**src/rtl/nor3_chk_pkg.sv**
```systemverilog
// Shared definitions for the 3-input gate truth-table checker.
//   - state_t       : FSM state encoding (IDLE/SETTLE/SAMPLE/DONE)
//   - NUM_VECTORS   : number of input combinations swept
//   - NOR3/OR3/...  : ready-made expected truth tables, bit index = {A,B,C}
//   - table_diff()  : per-vector mismatch mask between observed and expected
package nor3_chk_pkg;

  typedef enum logic [1:0] {
    IDLE   = 2'd0,
    SETTLE = 2'd1,
    SAMPLE = 2'd2,
    DONE   = 2'd3
  } state_t;

  localparam int unsigned NUM_VECTORS = 8;
  localparam int unsigned VEC_W       = 3;
  localparam logic [VEC_W-1:0] LAST_VEC = 3'd7;

  localparam logic [NUM_VECTORS-1:0] NOR3  = 8'h01;
  localparam logic [NUM_VECTORS-1:0] OR3   = 8'hFE;
  localparam logic [NUM_VECTORS-1:0] AND3  = 8'h80;
  localparam logic [NUM_VECTORS-1:0] NAND3 = 8'h7F;

  // Bit k set means vector k produced the wrong output.
  function automatic logic [NUM_VECTORS-1:0] table_diff(
    input logic [NUM_VECTORS-1:0] observed,
    input logic [NUM_VECTORS-1:0] expected
  );
    return observed ^ expected;
  endfunction

endpackage

```
**src/rtl/nor3_truth_table_checker_settle_timer.sv**
```systemverilog
// Settle interval timer.
// Counts cycles while en is high; clear forces the count back to zero and
// takes priority over en. tc flags the last settle cycle (count == S-1), so
// the caller can clear on tc and the count never exceeds SETTLE_CYCLES-1.
// Ports:
//   clk, rst : clock, synchronous active-high reset
//   clear    : return count to zero next cycle
//   en       : advance count by one
//   count    : current count, $clog2(SETTLE_CYCLES+1) bits
//   tc       : terminal count, only asserted while en is high
module settle_timer
  import nor3_chk_pkg::*;
#(
  parameter int unsigned SETTLE_CYCLES = 2,
  parameter int unsigned CW            = $clog2(SETTLE_CYCLES + 1)
) (
  input  logic          clk,
  input  logic          rst,
  input  logic          clear,
  input  logic          en,
  output logic [CW-1:0] count,
  output logic          tc
);

  localparam logic [CW-1:0] LAST = CW'(SETTLE_CYCLES - 1);

  always_ff @(posedge clk) begin
    if (rst) begin
      count <= '0;
    end else if (clear) begin
      count <= '0;
    end else if (en) begin
      count <= count + 1'b1;
    end
  end

  assign tc = en && (count == LAST);

endmodule

```
**config.mk**
```make
export PLATFORM = sky130hd
export DESIGN_NAME = settle_timer
export DESIGN_NICKNAME = d
export VERILOG_FILES = /design/src/rtl/nor3_chk_pkg.sv /design/src/rtl/nor3_truth_table_checker_settle_timer.sv
export SDC_FILE = /design/constraint.sdc
export NUM_CORES = 1
export LEC_CHECK = 0
export ABC_AREA = 1
export BUFFER_PORTS_ARGS = -buffer_cell sky130_fd_sc_hd__clkbuf_2
export CAP_MARGIN = 5
export CORE_AREA = 2 2 39 41
export DETAILED_ROUTE_END_ITERATION = 8
export DIE_AREA = 0 0 41 43
export SLEW_MARGIN = 15
export SYNTH_ARGS = -nofsm -noshare
export SYNTH_HDL_FRONTEND = slang
export SYNTH_SLANG_ARGS = --single-unit
```
**constraint.sdc**
```tcl
create_clock -name clk -period 1 [get_ports clk]
set_input_delay 0.1 -clock clk [delete_from_list [all_inputs] [get_ports clk]]
set_output_delay 0.1 -clock clk [all_outputs]
set_load 0.005 [all_outputs]
```
======== Word-level counts from Yosys, hierarchy flattened ========
Index checks and enable logic that the tools add are counted.
storage, ports and cells
  register bits after elaboration ......... 2
  output and inout port bits .............. 3
cells by class
  equal/unequal tests ..................... 1
  $add $sub $neg .......................... 1
  reductions and logical operators ........ 2
operator list
  cell                                                             count
  2-bit by 1-bit adder with 2-bit output, second input constant    1
  2-bit by 1-bit == test with 1-bit output, second input constant  1
  2-bit OR reduction                                               1
  1-bit logical AND                                                1

======== Longest topological paths before layout ========
Gate-level depths: netlist of run 1.
  depth in word-level cells ............... 2
  gate-level depth with buffers ........... 5

======== Worst setup path before layout of run 1 ========
No wires, ideal clock.
  kind .................................... reg2reg
  start point ............................. register count[1]
  end point ............................... register count[1]
  stages on the path, launching flop included .. 6
  arrival ................................. 779 ps
  clock period less this slack ............ 892 ps
  library setup time ...................... 113 ps
  path slack .............................. 108 ps
  path buffers ............................ 0
  cell sequence ........................... dfxtp_1 -> inv_1 -> ha_1 -> nand2_1 -> o21ai_1 -> nor2_1
on the way
  longest elaborated chain between the ends .. 1
ends and longest elaborated chain
  element                                 RTL line                                     RTL
  from (decl)                             nor3_truth_table_checker_settle_timer.sv:21  output logic [CW-1:0] count,
  from (signal assigned)                  nor3_truth_table_checker_settle_timer.sv:33  count <= count + 1'b1;
  2-bit by 1-bit adder with 2-bit output  nor3_truth_table_checker_settle_timer.sv:33
No other way between the ends.
A chain may end at the register's enable or synchronous reset.

======== Final worst setup path of run 1 ========
  start point ............................. register count[1]
  end point ............................... output tc
on the way
  longest elaborated chain between the ends .. 2
ends and longest elaborated chain
  element                                   RTL line                                     RTL
  2-bit by 1-bit == test with 1-bit output  nor3_truth_table_checker_settle_timer.sv:37  assign tc = en && (count == LAST);
  1-bit logical AND                         nor3_truth_table_checker_settle_timer.sv:37
  to (decl)                                 nor3_truth_table_checker_settle_timer.sv:22  output logic tc
No other way between the ends.

==> results.cfg, run 1 <==
[run_status]
status = complete, but fails checks
violations = setup timing

[detailed_routing]
wl_per_cell_um = 5.83
drt_iter0_drc = 6
drcViolationCount = 0
totalWireLength_um = 245
vias = 120
dr.pass1.iters = 4
vias_per_cell = 2.86
ant_nets = 0

[sta]
skew_ns = 0.000993
period_share_pct = 101
fmax_ghz = 0.988
finalSetupViolations = 1
finalHoldViolCount = 0
worst_slack_ns = -0.0118
tightest_slew_ns = 0.125
rsz0062_at_grt = yes
timing.slew.headroom_pct = 91.6
post-route-min-period_ns = 1.01
finalMaxSlewViolations = 0

[worst_setup_path]
path_cells = inv_2 > ha_4 > nand2_2 > inv_2 > buf_6
required_ns = 0.90
worst_setup_path_end_kind = output pin
crit_buf_inv = 3
cp_slowest_stage_delay_ns = 0.32
cp-start-kind = register
crit_type = reg2out
cp_slowest_cell = dfxtp_2
cp_max_fo = 2
path_common_cell = inv_2
crit_family = flip-flops
arrival_ns = 0.91

[synthesis]
ys_ff_latch = 2
synth_fa_ha_area_share_pct = 12.7
synth_cells = 15
synthDistinctLibCells = 6
synth_simple_gate_area_share_pct = 30.4
syn-cell-area_um2 = 98.8
syn_nets = 20
yosysWarningCount = 0
synthMuxAreaShare_pct = 0
synth_top_family_by_area = simple AND/OR/NAND/NOR gates
synth_xor_xnor_area_share_pct = 0
synth-compound-area-share_pct = 5.06
ys_seq_area_share_pct = 40.5
synth_area_per_cell_um2 = 6.59

[power]
p_per_area_nw_per_um2 = 1420
ir_drop_v = 0.000190
p_leak_nw = 0.105
p_total_mw = 0.299

[clock_tree]
cts.sinks = 2
tritoncts = done
clock_latency_ns = 0.22
numCtsBuffers = 3
clockRootBuffer = clkbuf_4
path_clk_slew_ns = 0.03
clockBufferDepth = 2
htree_num_levels = 1
hold_buffers = 0

[global_routing]
grtUsageTotal_pct = 4.10
grt_pass1_vias = 125
antenna_found_initial = 0
grt_first_pass_wirelength_um = 351
grt_max_degree = 6
grt_overflow_total = 0

[placed_design]
dp.cells = 37
hpwl_um = 163
io_buffers = 6
post_dp_cell_area_um2 = 149
place_congestion = 0.428

[floorplan]
die_area_um2 = 1760
die_w_um = 41
core-area_um2 = 1380
start_util_pct = 7.14
ios = 7
die_h_um = 43
core.rowCount = 14

[min_path]
hold_path.class = in2reg

[final_layout]
area_growth_pct = 113
final_nets = 33
drive_gt1_share_pct = 65.4
largest_register_ffs = 2
antennaDiodeCount = 0
largest-register = count
largest_registers = count (2)
post-route-cell-area_um2 = 210
instances_no_fill = 42

[run]
drv_cap = 0
-- cells in the final DEF (no fill, tap or decap) --
master / n
buf_4: 2
buf_6: 1
clkbuf_2: 5
clkbuf_4: 3
dfxtp_2: 2
ha_4: 1
inv_1: 1
inv_2: 2
nand2_1: 3
nand2_2: 1
nor2_1: 4
o21ai_1: 1
-- power by group --
part | internal, mW | switching [mW] | total, mW
clock | 0.132 | 0.0409 | 0.173
combinational | 0.0214 | 0.0167 | 0.0382
sequential | 0.0849 | 0.00335 | 0.0882
total | 0.238 | 0.0609 | 0.299
-- metrics by stage --
step           TNS (ns)  setup WS, ns  utilization [%]  hold WS (ns)
3_3_place_gp          0        0.0928             10.8         0.345
5_1_grt         -0.0594       -0.0594             15.2         0.137
4_1_cts         -0.0173       -0.0173             14.6         0.103
2_1_floorplan         0         0.108                -         0.229
3_5_place_dp          0        0.0908             10.8         0.349
6_report        -0.0118       -0.0118             15.2         0.109
-- routing by layer --
layer / part of all wire [%] / global-route usage (%)
met5: 0 / 0
met3: 5.7 / 1.57
met4: 0 / 12.0
met2: 60 / 5.31
met1: 35 / 0.952
-- logic make-up after synthesis --
| logic type | after synthesis |
|---|---|
| adders and majority gates | 1 |
| AOI/OAI and AO/OA | 1 |
| DFF | 2 |
| and+or+nand+nor | 8 |
| buffers and inverters | 3 |
-- worst paths after layout --
kind | start | slack (ns) | depth (start not counted) | endpoint
setup / recovery | count[1]$_SDFFE_PP0P_ | -0.01 | 5 | tc
hold / removal | rst | 0.11 | 4 | count[0]$_SDFFE_PP0P_
setup reg to reg | count[1]$_SDFFE_PP0P_ | 0.12 | 5 | count[1]$_SDFFE_PP0P_
hold reg to reg | count[1]$_SDFFE_PP0P_ | 0.58 | 3 | count[1]$_SDFFE_PP0P_
-- repair_timing --
| action | in CTS | in global routing |
|---|---|---|
| cloned | 0 | 0 |
| buffers inserted | 2 | 0 |
| gates resized for setup | 5 | 4 |
| endpoints found under the setup margin | 1 | 1 |
-- tightest hold or removal path: stages --
cell      delay, ns
clkbuf_2       0.07
nor2_1         0.04
nand2_1        0.05
nor2_1         0.03
-- final cells by class --
| type | instances | area (um^2) |
|---|---|---|
| inverter | 3 | 11.3 |
| fill | 158 | 1170 |
| tap | 16 | 20.0 |
| multi-input combinational | 10 | 62.6 |
| timing repair buffer | 8 | 51.3 |
| sequential | 2 | 42.5 |
| clock buffer | 3 | 22.5 |
-- synthesized netlist by cell type (all sizes together) --
| master | n | area, um^2 |
|---|---|---|
| o21ai | 1 | 5.00 |
| inv | 3 | 11.3 |
| nor2 | 4 | 15.0 |
| ha | 1 | 12.5 |
| dfxtp | 2 | 40.0 |
| nand2 | 4 | 15.0 |
(Power assumes the default switching activity.)
==> run 2: changes to the inputs <==
--- a/config.mk
+++ b/config.mk
@@ -9,6 +9,7 @@
 export BUFFER_PORTS_ARGS = -buffer_cell sky130_fd_sc_hd__clkbuf_2
 export CAP_MARGIN = 5
 export CORE_AREA = 2 2 39 41
+export CTS_BUF_LIST = sky130_fd_sc_hd__clkbuf_4
 export DETAILED_ROUTE_END_ITERATION = 8
 export DIE_AREA = 0 0 41 43
 export SLEW_MARGIN = 15
==> constraint.sdc (replaced) <==
create_clock -name clk -period 0.9 [get_ports clk]
set_input_delay 0.09 -clock clk [delete_from_list [all_inputs] [get_ports clk]]
set_output_delay 0.09 -clock clk [all_outputs]
set_load 0.005 [all_outputs]
==> run 2 against run 1 <==
Compared with the run above: the run still ends with setup timing left; clock skew is 0.00098 ns lower; core utilization stayed put; combinational power is 11% higher; register-to-register slack worse by 0.10 ns; worst setup slack worse by 0.086 ns; cell count stayed put; worst hold slack worse by 0.011 ns; critical path type unchanged; largest cell class unchanged; highest routed layer unchanged.
==> results.cfg, run 2 (synthesized netlist as in run 1, its figures left out) <==
[detailed_routing]
wl_per_cell_um = 5.57
dr.pass1.iters = 2
drcViolationCount = 0
vias_per_cell = 2.88
vias = 121
ant_nets = 0
drt_iter0_drc = 4
totalWireLength_um = 234

[sta]
timing.slew.headroom_pct = 91.4
finalSetupViolations = 1
period_share_pct = 111
post-route-min-period_ns = 0.998
rsz0062_at_grt = yes
timing.hold.ws_ns = 0.0980
fmax_ghz = 1.00
tightest_slew_ns = 0.128
skew_ns = 0.0000142
finalHoldViolCount = 0
finalMaxSlewViolations = 0
worst_slack_ns = -0.0978

[global_routing]
antenna_found_initial = 0
grt_first_pass_wirelength_um = 317
grt_overflow_total = 0
grt_max_degree = 6
grt_pass1_vias = 117
grtUsageTotal_pct = 3.90

[min_path]
hold_path.class = in2reg
hold_path_depth = 4
hold-path-endpoint = count[1]$_SDFFE_PP0P_
min-delay-start = rst

[power]
ir_drop_v = 0.000185
p_per_area_nw_per_um2 = 1590
p_leak_nw = 0.105

[run_status]
status = complete, but fails checks
violations = setup timing

[floorplan]
start_util_pct = 7.14
core.rowCount = 14
ios = 7
core-area_um2 = 1380
die_w_um = 41
die_h_um = 43
die_area_um2 = 1760

[placed_design]
io_buffers = 6
dp.cells = 39
place_congestion = 0.439
hpwl_um = 177

[worst_setup_path]
cp-start-kind = register
worst_setup_path_end_kind = output pin
reg2reg_from = count[1]$_SDFFE_PP0P_
crit_type = reg2out
cp_slowest_stage_delay_ns = 0.32
r2r_cells = 5
r2r_end = count[1]$_SDFFE_PP0P_
crit_family = flip-flops
required_ns = 0.81
cp_max_fo = 2
cp_slowest_cell = dfxtp_2
path_common_cell = inv_2
arrival_ns = 0.91
path_cells = inv_2 > ha_4 > nand2_2 > inv_2 > buf_6
crit_buf_inv = 3
reg2reg_slack_ns = 0.02

[clock_tree]
cts.sinks = 2
clockRootBuffer = clkbuf_4
tritoncts = done
clock_latency_ns = 0.22
numCtsBuffers = 3
htree_num_levels = 1
path_clk_slew_ns = 0.03
hold_buffers = 0
clockBufferDepth = 2

[final_layout]
final_nets = 33
final_common_cell = clkbuf_2
largest_registers = count (2)
largest_register_ffs = 2
largest-register = count
drive_gt1_share_pct = 65.4
final_cell_mix = clkbuf_2 (5), nor2_1 (4), nand2_1 (3), clkbuf_4 (3)
area_growth_pct = 113
instances_no_fill = 42
utilization_pct = 15.2
antennaDiodeCount = 0

[run]
drv_cap = 0
==> run 2: cell counts in the layout (fill, tap and decap cells not counted) <==
Identical to the previous run, type by type.
==> run 2: power breakdown <==
| part | leakage (nW) | switching (mW) | internal, mW | total (mW) |
|---|---|---|---|---|
| clock network | 0.0138 | 0.0485 | 0.147 | 0.195 |
| registers | 0.0172 | 0.00298 | 0.0943 | 0.0972 |
| logic | 0.0740 | 0.0190 | 0.0234 | 0.0424 |
==> run 2: layer usage <==
layer / vias up / GRT usage, % / wire length, um
met2: 4 / 5.00 / 138
met5: - / 0 / 0
met3: 0 / 1.57 / 13
met1: 51 / 0.635 / 82
met4: 0 / 12.0 / 0
li1: 66 / - / -
==> run 2: what timing repair did <==
| item | CTS | global route |
|---|---|---|
| endpoints found under the setup margin | 2 | 3 |
| gates resized for setup | 5 | 4 |
| setup buffers | 0 | 0 |
| pin swaps | 1 | 1 |
==> run 2: layout make-up <==
class | count | area [um^2]
clock buffer | 3 | 22.5
fill | 157 | 1170
inverter | 3 | 11.3
multi-input combinational | 10 | 62.6
sequential | 2 | 42.5
tap | 16 | 20.0
timing repair buffer | 8 | 51.3
==> run 2: how the worst max path moves through the flow <==
stage / start / to / slack, ns / cells past startpoint
after floorplan: count[1]$_SDFFE_PP0P_ / count[1]$_SDFFE_PP0P_ / 0.008 / 5
after global placement: count[1]$_SDFFE_PP0P_ / count[1]$_SDFFE_PP0P_ / 0.02 / 5
after detailed placement: count[1]$_SDFFE_PP0P_ / count[1]$_SDFFE_PP0P_ / -0.0002 / 5
after CTS: count[1]$_SDFFE_PP0P_ / tc / -0.10 / 5
after global routing: count[1]$_SDFFE_PP0P_ / tc / -0.14 / 5
final: count[1]$_SDFFE_PP0P_ / tc / -0.1 / 5
==> run 2: worst register-to-register path, delay by kind of cell, from the launching register on <==
family / cells / cell delay (ns)
AO/OA/AOI/OAI: 1 / 0.07
buffers and inverters: 1 / 0.04
flip-flops: 1 / 0.32
adder cells (fa/ha/maj): 1 / 0.24
AND/OR/NAND/NOR: 2 / 0.09
==> run 2: per-stage QoR <==
stage | setup slack (ns) | instance area [um^2] | total power [mW] | setup TNS (ns)
detailed placement | -0.000175 | 164 | 0.133 | -0.000175
global route | -0.144 | 210 | 0.362 | -0.148
CTS | -0.100 | 201 | 0.346 | -0.100
finish | -0.0978 | 210 | 0.335 | -0.0978
global placement | 0.0245 | 164 | 0.132 | 0
floorplan | 0.00813 | 98.8 | 0.112 | 0
==> run 3: changes to the inputs <==
--- a/config.mk
+++ b/config.mk
@@ -12,6 +12,7 @@
 export CTS_BUF_LIST = sky130_fd_sc_hd__clkbuf_4
 export DETAILED_ROUTE_END_ITERATION = 8
 export DIE_AREA = 0 0 41 43
+export SETUP_SLACK_MARGIN = 0.4
 export SLEW_MARGIN = 15
 export SYNTH_ARGS = -nofsm -noshare
 export SYNTH_HDL_FRONTEND = slang
==> run 3 against run 2 <==
Compared with the run above: the flow still finishes with violations (setup timing); combinational power rose by 9.7%; power grew 1.6%; first-iteration DRC count decreased by 100%; clock skew grew 0.0012 ns; largest power group unchanged.
==> results.cfg, run 3 (synthesized netlist as in run 1, its figures left out) <==
[run_status]
status = complete, but fails checks
violations = setup timing

[final_layout]
largest_registers = count (2)
area_growth_pct = 132
drive_gt1_share_pct = 65.4
utilization_pct = 16.5
final_nets = 33
largest-register = count
multi_input_area_um2 = 62.6
antennaDiodeCount = 0
final_cell_mix = nor2_1 (4), buf_6 (4), nand2_1 (3), clkbuf_4 (3), clkbuf_2 (3)
n_fill_cell = 163
register_area_um2 = 45.0
largest_register_ffs = 2

[placed_design]
preCtsSetupSlack_ns = 0.0116
hpwl_um = 182
io_buffers = 6
place_congestion = 0.481

[sta]
skew_ns = 0.00120
worst_slack_ns = -0.0938
finalMaxSlewViolations = 0
post-route-min-period_ns = 0.994
finalHoldViolCount = 0
tightest_slew_ns = 0.125
rsz0062_at_grt = yes
fin_setup_tns_ns = -0.149
timing.slew.headroom_pct = 91.6
finalSetupViolations = 2
period_share_pct = 110
fmax_ghz = 1.01

[worst_setup_path]
reg2reg_slack_ns = 0.04
arrival_ns = 0.90
r2r_end = count[1]$_SDFFE_PP0P_
worst_setup_path_end_kind = output pin
required_ns = 0.81
crit_type = reg2out
cp-start-kind = register
reg2reg_from = count[1]$_SDFFE_PP0P_
r2r_cells = 5
cp_max_fo = 4

[floorplan]
core.rowCount = 14
ios = 7
die_h_um = 43
core-area_um2 = 1380
start_util_pct = 7.14
die_w_um = 41
die_area_um2 = 1760

[clock_tree]
htree_num_levels = 1
clock_latency_ns = 0.22
path_clk_slew_ns = 0.03
clockRootBuffer = clkbuf_4
cts.sinks = 2
numCtsBuffers = 3
clockBufferDepth = 2
tritoncts = done

[min_path]
hold_path.class = in2reg
hold_path_depth = 4
min-delay-start = rst
hold-path-endpoint = count[0]$_SDFFE_PP0P_

[global_routing]
grt_pass1_vias = 112
grt_first_pass_wirelength_um = 379
grtUsageTotal_pct = 4.70
grt_max_degree = 6
grt_overflow_total = 0
antenna_found_initial = 0

[run]
drv_cap = 0

[detailed_routing]
drt_iter0_drc = 0
ant_nets = 0
drcViolationCount = 0
vias_per_cell = 2.88
wl_per_cell_um = 5.93
totalWireLength_um = 249
dr.pass1.iters = 1
vias = 121

[power]
ir_drop_v = 0.000289
p_per_area_nw_per_um2 = 1490
p_leak_nw = 0.109
run 3: changes by cell type in the layout (fill, tap and decap cells not counted):
cell      delta
buf_6        +3
dfxtp_4      +1
dfxtp_2      -1
clkbuf_2     -2
buf_4        -1
run 3: final cells by class:
type	instances	area share [%]
well taps	16	8.74
clock buffers	3	9.84
inverters	3	4.92
multi-input cells	10	27.3
flip-flops and latches	2	19.7
repair buffers	8	29.5
run 3: worst max-delay path by stage:
| stage | slack (ns) | end | startpoint | cells past startpoint |
|---|---|---|---|---|
| finish | -0.09 | tc | count[0]$_SDFFE_PP0P_ | 4 |
| global route | -0.15 | tc | count[1]$_SDFFE_PP0P_ | 5 |
| CTS | -0.1 | tc | count[1]$_SDFFE_PP0P_ | 5 |
| detailed placement | 0.01 | count[1]$_SDFFE_PP0P_ | count[1]$_SDFFE_PP0P_ | 5 |
| global placement | 0.02 | count[1]$_SDFFE_PP0P_ | count[1]$_SDFFE_PP0P_ | 5 |
| floorplan | 0.04 | count[1]$_SDFFE_PP0P_ | count[1]$_SDFFE_PP0P_ | 5 |
run 3: critical path, stage by stage, from the launching register on:
cell,delay (ns)
dfxtp_4,0.35
ha_4,0.15
nand2_2,0.05
inv_2,0.03
buf_6,0.10
run 3: metal layers:
layer | GRT usage (%) | share of wire, %
met1 | 1.91 | 31
met2 | 5.31 | 55
met3 | 6.28 | 14
met4 | 8.00 | 0
met5 | 0 | 0
run 3: power breakdown:
part | total (mW) | leakage, nW | switching [mW] | internal (mW)
registers | 0.0973 | 0.0175 | 0.00481 | 0.0925
clock network | 0.196 | 0.0138 | 0.0494 | 0.147
logic | 0.0465 | 0.0780 | 0.0180 | 0.0285
total | 0.340 | 0.109 | 0.0722 | 0.268
run 3: per-stage QoR:
step / cells / hold WS, ns / area [um^2] / power, mW
2_1_floorplan: 15 / 0.219 / 114 / 0.116
4_1_cts: 41 / 0.0921 / 196 / 0.344
6_report: 42 / 0.0956 / 229 / 0.340
3_5_place_dp: 37 / 0.332 / 164 / 0.133
3_3_place_gp: 37 / 0.334 / 164 / 0.131
5_1_grt: 42 / 0.114 / 229 / 0.383
run 3: repair_timing:
item	4_1_cts	5_1_grt
hold buffers	0	0
pin swaps	2	1
gates resized for setup	1	7
setup buffers	1	1
endpoints found under the setup margin	5	5
